### src/rtl/pipe_stage_reg.sv
// Inter-stage pipeline register carrying a data and a control bundle with valid/ready,
// stall and flush. SKID=1 adds a second entry so in_ready comes straight from a flop.
module pipe_stage_reg #(
    parameter int DATA_W = 16,
    parameter int CTRL_W = 8,
    parameter int SKID   = 1
) (
    input  logic              clk,
    input  logic              rst,
    input  logic              stall,
    input  logic              flush,
    input  logic              in_valid,
    output logic              in_ready,
    input  logic [DATA_W-1:0] in_data,
    input  logic [CTRL_W-1:0] in_ctrl,
    output logic              out_valid,
    input  logic              out_ready,
    output logic [DATA_W-1:0] out_data,
    output logic [CTRL_W-1:0] out_ctrl,
    output logic [1:0]        count
);

    logic              eff_ready_s;
    logic              xfer_in_s;
    logic              xfer_out_s;

    logic              main_valid_q;
    logic              main_valid_d;
    logic [DATA_W-1:0] main_data_q;
    logic [DATA_W-1:0] main_data_d;
    logic [CTRL_W-1:0] main_ctrl_q;
    logic [CTRL_W-1:0] main_ctrl_d;

    // Stall looks exactly like a downstream that is not ready.
    assign eff_ready_s = out_ready & ~stall;
    assign xfer_out_s  = main_valid_q & eff_ready_s;

    // Killed or empty slots never present live control bits downstream.
    assign out_valid = main_valid_q;
    assign out_data  = main_data_q;
    assign out_ctrl  = main_ctrl_q & {CTRL_W{main_valid_q}};

    generate
        if (SKID != 0) begin : g_skid
            logic              skid_valid_q;
            logic              skid_valid_d;
            logic [DATA_W-1:0] skid_data_q;
            logic [DATA_W-1:0] skid_data_d;
            logic [CTRL_W-1:0] skid_ctrl_q;
            logic [CTRL_W-1:0] skid_ctrl_d;
            logic              in_ready_q;
            logic              in_ready_d;

            assign xfer_in_s = in_valid & in_ready_q;
            assign in_ready  = in_ready_q;
            assign count     = {1'b0, main_valid_q} + {1'b0, skid_valid_q};

            // Next-state for the main/skid pair; the skid only fills when main cannot drain.
            always_comb begin
                main_valid_d = main_valid_q;
                main_data_d  = main_data_q;
                main_ctrl_d  = main_ctrl_q;
                skid_valid_d = skid_valid_q;
                skid_data_d  = skid_data_q;
                skid_ctrl_d  = skid_ctrl_q;
                if (flush) begin
                    main_valid_d = 1'b0;
                    skid_valid_d = 1'b0;
                end else begin
                    case ({main_valid_q, skid_valid_q})
                        2'b00: begin
                            if (xfer_in_s) begin
                                main_valid_d = 1'b1;
                                main_data_d  = in_data;
                                main_ctrl_d  = in_ctrl;
                            end else begin
                                main_valid_d = 1'b0;
                            end
                        end
                        2'b10: begin
                            if (xfer_in_s && xfer_out_s) begin
                                main_data_d = in_data;
                                main_ctrl_d = in_ctrl;
                            end else if (xfer_out_s) begin
                                main_valid_d = 1'b0;
                            end else if (xfer_in_s) begin
                                skid_valid_d = 1'b1;
                                skid_data_d  = in_data;
                                skid_ctrl_d  = in_ctrl;
                            end else begin
                                main_valid_d = 1'b1;
                            end
                        end
                        2'b11: begin
                            if (xfer_out_s) begin
                                main_data_d  = skid_data_q;
                                main_ctrl_d  = skid_ctrl_q;
                                skid_valid_d = 1'b0;
                            end else begin
                                skid_valid_d = 1'b1;
                            end
                        end
                        default: begin
                            // Skid-only is unreachable; drop it rather than reorder.
                            main_valid_d = 1'b0;
                            skid_valid_d = 1'b0;
                        end
                    endcase
                end
                in_ready_d = ~(main_valid_d & skid_valid_d);
            end

            // State registers for the two-entry variant.
            always_ff @(posedge clk) begin
                if (rst) begin
                    main_valid_q <= 1'b0;
                    main_data_q  <= {DATA_W{1'b0}};
                    main_ctrl_q  <= {CTRL_W{1'b0}};
                    skid_valid_q <= 1'b0;
                    skid_data_q  <= {DATA_W{1'b0}};
                    skid_ctrl_q  <= {CTRL_W{1'b0}};
                    in_ready_q   <= 1'b1;
                end else begin
                    main_valid_q <= main_valid_d;
                    main_data_q  <= main_data_d;
                    main_ctrl_q  <= main_ctrl_d;
                    skid_valid_q <= skid_valid_d;
                    skid_data_q  <= skid_data_d;
                    skid_ctrl_q  <= skid_ctrl_d;
                    in_ready_q   <= in_ready_d;
                end
            end
        end else begin : g_single
            assign in_ready  = ~main_valid_q | eff_ready_s;
            assign xfer_in_s = in_valid & in_ready;
            assign count     = {1'b0, main_valid_q};

            // Next-state for the single register; a new entry replaces a departing one.
            always_comb begin
                main_valid_d = main_valid_q;
                main_data_d  = main_data_q;
                main_ctrl_d  = main_ctrl_q;
                if (flush) begin
                    main_valid_d = 1'b0;
                end else if (xfer_in_s) begin
                    main_valid_d = 1'b1;
                    main_data_d  = in_data;
                    main_ctrl_d  = in_ctrl;
                end else if (xfer_out_s) begin
                    main_valid_d = 1'b0;
                end else begin
                    main_valid_d = main_valid_q;
                end
            end

            // State registers for the single-entry variant.
            always_ff @(posedge clk) begin
                if (rst) begin
                    main_valid_q <= 1'b0;
                    main_data_q  <= {DATA_W{1'b0}};
                    main_ctrl_q  <= {CTRL_W{1'b0}};
                end else begin
                    main_valid_q <= main_valid_d;
                    main_data_q  <= main_data_d;
                    main_ctrl_q  <= main_ctrl_d;
                end
            end
        end
    endgenerate

endmodule

### config.mk
export PLATFORM = sky130hd
export DESIGN_NAME = pipe_stage_reg
export DESIGN_NICKNAME = d
export VERILOG_FILES = /design/src/rtl/pipe_stage_reg.sv
export SDC_FILE = /design/constraint.sdc
export NUM_CORES = 1
export LEC_CHECK = 0
export BUFFER_PORTS_ARGS = -buffer_cell sky130_fd_sc_hd__buf_2
export CORE_MARGIN = 4
export CORE_UTILIZATION = 45
export DETAILED_ROUTE_END_ITERATION = 8
export PLACE_DENSITY_LB_ADDON = 0.3
export SYNTH_ARGS = -nofsm -noshare
export SYNTH_HDL_FRONTEND = slang
export SYNTH_SLANG_ARGS = --single-unit
export TNS_END_PERCENT = 1
### constraint.sdc
create_clock -name clk -period 2.35 [get_ports clk]
set_clock_uncertainty 0.05 [all_clocks]
set_input_delay 0.5875 -clock clk [delete_from_list [all_inputs] [get_ports clk]]
set_output_delay 0.5875 -clock clk [all_outputs]
set_load 0.01 [all_outputs]
---- Yosys cells after proc, flatten, opt, wreduce, memory -nomap -nowiden ----
Index checks and enable logic that the tools add are counted.
Widths: inputs -> output; s select.
storage, ports and cells
  bits in registers ....................... 51
  input bits .............................. 30
  output and inout bits ................... 28
  logic and storage cells ................. 48
operators by class
  add/subtract/negate cells ............... 1
  equality and inequality tests ........... 5
  mux-type cells .......................... 20
  bitwise gates (word level) .............. 10
  reduce and logical (&&, ||, !) cells .... 5
operator list
  kind                number
  $mux 16             3
  $pmux 16 s3         1
  $mux 8              3
  $pmux 8 s3          1
  $mux 1              10
  $reduce_and 5->1    2
  $and 8x8->8         1
  $ne 2x2->1 const B  3
  $pmux 1 s3          2
  $not 1->1           5
  $and 1x1->1         4
  $eq 2x2->1 const B  2
  $reduce_bool 3->1   1
  $add 1x1->2         1
  $logic_not 2->1     1
  $logic_and 1x1->1   1

---- Depth between registers and ports, before layout ----
  depth after elaboration ................. 9
  depth in mapped cells ................... 9
  mapped depth without buffers ............ 6

---- Worst setup path before layout ----
OpenSTA, ideal clock, no wires.
  kind .................................... reg-to-reg
  start point ............................. reg main_valid_q, in the netlist out_valid
  end point ............................... reg main_ctrl_q[0]
  library setup time ...................... 0.140 ns
  arrival time ............................ 2.033 ns
  data required time ...................... 2.160 ns
  slack ................................... 0.127 ns
  stages on the path, launching flop included .. 10
  path buffers ............................ 3
  clock period less this slack ............ 2.223 ns
  cell sequence ........................... dfxtp_1 > clkbuf_1 > inv_1 > ha_1 > or2_1 > a221oi_4 > and2_1 > buf_4 > buf_6 > a211oi_2
between the ends
  cells in the longest elaborated chain, start to end .. 4
  elaborated cells between the ends (all ways) .. 11
  classes of those cells .................. eq/ne (5); mux (1); bitwise (1); reduce/logical (4)
RTL lines
  item                               line  RTL
  start, declared                    27    logic main_valid_q;
  start signal, assigned             124   main_valid_q <= main_valid_d;
  $and 1x1->1                        36    assign xfer_out_s = main_valid_q & eff_ready_s;
  $logic_and 1x1->1                  81    if (xfer_in_s && xfer_out_s) begin
  $ne 2x2->1 (no source line)        n/a
  $reduce_and 5->1 (no source line)  n/a
  end signal, assigned               118   main_ctrl_q <= {CTRL_W{1'b0}};
  end signal, assigned               126   main_ctrl_q <= main_ctrl_d;
  end, declared                      31    logic [CTRL_W-1:0] main_ctrl_q;
Parallel ways exist; a longest one is shown, timed or not.
A chain may end at the register's enable or synchronous reset.

---- Worst setup path in the final report ----
  start point ............................. reg main_valid_q, in the netlist out_valid
  end point ............................... out count[1]
between the ends
  cells in the longest elaborated chain, start to end .. 1
RTL lines
  item           line  RTL
  $add 1x1->2    56    assign count = {1'b0, main_valid_q} + {1'b0, skid_valid_q};
  end, declared  20    output logic [1:0] count
No other way between the ends.

==> qor.yml <==
synthesis:
  yosysTopAreaCell: "dfxtp_1"
  synth-seq-cells: 51
  async_flop_share_pct: 0
  post-synth-top-count-cell: "dfxtp_1"
  synth-compound-area-share_pct: 17.9
  syn-num-nets: 258
  synth_edf_count: 0
  seq_area_frac_synth_pct: 44.0
  synthTopCellsByArea: "dfxtp_1 (44%), mux2i_1 (21%), a211oi_2 (5.4%)"
  synth_top_family_by_area: "multiplexers"
  synth_xor_area_share_pct: 0
  synth_top_area_share_pct: 44.0
  syn_inst: 223
  syn_avg_cell_area_um2: 10.4
  ys_types: 27
  synth-simple-area-share_pct: 9.34
  yosys.area_share.adder_pct: 2.70
  synth_flop_cell: "dfxtp_1"
  yosys-top-cells-count: "dfxtp_1 (51), mux2i_1 (48), a21oi_1 (24), nor2_1 (24), a211oi_1 (15)"
  ys_warn_count: 0
  syn_area_um2: 2320
  muxShareOfSynthArea_pct: 20.7
critical_path:
  rr_endpoint: "out_data[3]$_SDFFE_PP0P_"
  startpoint_type: "register"
  r2r_cells: 7
  arrival_ps: 1550
  worstPathRequired_ps: 1710
  cp-startpoint: "out_valid$_SDFF_PP0_"
  crit_end: "count[1]"
  crit_type: "reg2out"
  crit_fanout: 11
  rrSetupSlack_ps: 450
  end_kind: "output pin"
  worstReg2RegStart: "out_valid$_SDFF_PP0_"
power:
  clkPwrFrac_pct: 34.1
  comb_power_share_pct: 13.7
  seq_power_share_pct: 52.3
  swShare_pct: 24.9
  power.leakage_nw: 1.09
  power_switching_mw: 0.442
  p_int_mw: 1.33
  powerDensity_nw_per_um2: 635
  ir_drop_v: 0.000365
floorplan:
  rows: 25
  ioPinCount: 58
  fp.dieW_um: 79.8
  start_util_pct: 47.8
  core_area_um2: 4850
  dieArea_um2: 6360
  die_h_um: 79.8
timing:
  rsz0062_at_grt: "no"
  maxSlewHeadroom_pct: 72.2
  period_needed_ps: 2190
  finalSetupTns_ps: 0
  setup_viol: 0
  fin_crit_sh_pct: 93.3
  hold-worst-slack_ps: 450
  finalHoldViolations: 0
  worst_pin_slew_ps: 416
  final_max_slew_viol_count: 0
  timing.fmax_mhz: 456
cells_and_area:
  nFillCells: 442
  final_area_um2: 2790
  nets: 312
  drive_gt1_share_pct: 32.4
  areaGrowthSynthToFinish_pct: 20.3
  multi_input_area_um2: 1180
  fin_util_pct: 57.5
  ff_latch_area_um2: 1020
  n_antenna_cell: 0
global_route:
  antenna_found_initial: 0
  grt_max_degree: 32
  grt_usage_pct: 16.5
  grt_overflow: 0
  grt_pass1_wl_um: 8310
  grt_pass1_vias: 1717
cts:
  cts_resized: 0
  postCtsSetupBuffers: 0
  clk_pin_slew_ps: 90
  cts_tree: "yes"
  clk_latency_ps: 290
  clk_path_buf_depth: 2
  htreeDepth: 2
  clock_sink_count: 51
  cts_root_buffer: "clkbuf_8"
  cts_buffers: 5
  ctsHoldBuffers: 0
placement:
  io_buffers: 57
  placed_area_um2: 2680
  place_congestion: 0.782
  dp_hpwl_um: 3470
routing:
  vias: 1809
  wl_per_cell_um: 14.5
  drtAntennaViolNets: 0
  firstDrtPassIters: 4
  drc_errors: 0
  wl_um: 5000
  viasPerCell: 5.24
  drt_iter0_markers: 76
outcome:
  status: "finished clean"
job:
  drv_cap: 0
hold_path:
  hold_path.class: "reg2reg"
## critical path, stage by stage, from the launching register on
cell and delay [ps]:
dfxtp_1 410, buf_4 210, ha_2 240, buf_4 230
buf_2 160
## cell families (layout without fill, tap and decap cells)
family,count (synthesis),in the layout
AO/OA/AOI/OAI,55,55
flip-flops,51,51
multiplexers,48,48
AND/OR/NAND/NOR,42,42
buffers and inverters,22,77
adder cells (fa/ha/maj),5,5
## area by class of cell
type | count | area share, %
repair buffers | 67 | 13.8
well taps | 67 | 3.00
flip-flops and latches | 51 | 36.6
clock inverters | 3 | 1.57
inverters | 2 | 0.269
clock buffers | 5 | 2.47
multi-input cells | 150 | 42.3
## worst min-delay path by stage
stage | start | to | slack, ps | cells past startpoint
2_1_floorplan | g_skid.skid_ctrl_q[0]$_SDFFE_PP0P_ | g_skid.skid_ctrl_q[0]$_SDFFE_PP0P_ | 410 | 2
3_3_place_gp | g_skid.skid_data_q[11]$_SDFFE_PP0P_ | g_skid.skid_data_q[11]$_SDFFE_PP0P_ | 420 | 2
3_5_place_dp | g_skid.skid_ctrl_q[4]$_SDFFE_PP0P_ | g_skid.skid_ctrl_q[4]$_SDFFE_PP0P_ | 440 | 2
4_1_cts | g_skid.skid_ctrl_q[2]$_SDFFE_PP0P_ | g_skid.skid_ctrl_q[2]$_SDFFE_PP0P_ | 460 | 2
5_1_grt | g_skid.skid_data_q[10]$_SDFFE_PP0P_ | g_skid.skid_data_q[10]$_SDFFE_PP0P_ | 490 | 2
6_report | g_skid.skid_ctrl_q[3]$_SDFFE_PP0P_ | g_skid.skid_ctrl_q[3]$_SDFFE_PP0P_ | 450 | 2
## stage by stage
stage          worst slack [ps]  power (mW)  std cells
3_3_place_gp                477        1.19        337
6_report                    158        1.77        345
2_1_floorplan               127        1.10        223
3_5_place_dp                458        1.19        337
4_1_cts                     120        1.80        345
5_1_grt                    55.3        1.85        345
## layout by cell type, fill, tap and decap left out, types with 2 or more instances in the layout
master	netlist	layout
buf_2	6	57
dfxtp_1	51	51
mux2i_1	48	48
nor2_1	24	24
a21oi_1	24	24
a211oi_1	15	15
a211oi_2	10	10
and2_1	9	9
buf_4	5	8
clkbuf_8	0	5
ha_1	5	4
inv_1	2	2
o21ai_0	2	2
buf_12	0	2
## power groups by stage
stage | clock network (mW) | registers [mW] | logic [mW]
after floorplan | 0 | 0.955 | 0.144
final | 0.604 | 0.926 | 0.242
after global routing | 0.657 | 0.932 | 0.267
after detailed placement | 0 | 0.946 | 0.243
after CTS | 0.625 | 0.926 | 0.245
after global placement | 0 | 0.946 | 0.240
## layer usage
| metal | GRT usage, % | vias to the layer above | part of all wire [%] | routed length, µm |
|---|---|---|---|---|
| li1 | - | 910 | - | - |
| met1 | 23.9 | 841 | 50 | 2520 |
| met2 | 23.9 | 53 | 43 | 2130 |
| met3 | 4.29 | 5 | 6.0 | 298 |
| met4 | 4.90 | 0 | 0.90 | 45 |
| met5 | 0 | - | 0 | 0 |
## flip-flops by register name, summed over array words and instances, names as in the netlist
name,cells
out_valid,1
g_skid.skid_data_q,16
g_skid.skid_valid_q,1
g_skid.skid_ctrl_q,8
out_data,16
main_ctrl_q,8
in_ready,1
Note: power is estimated with default switching activity, not from simulation.
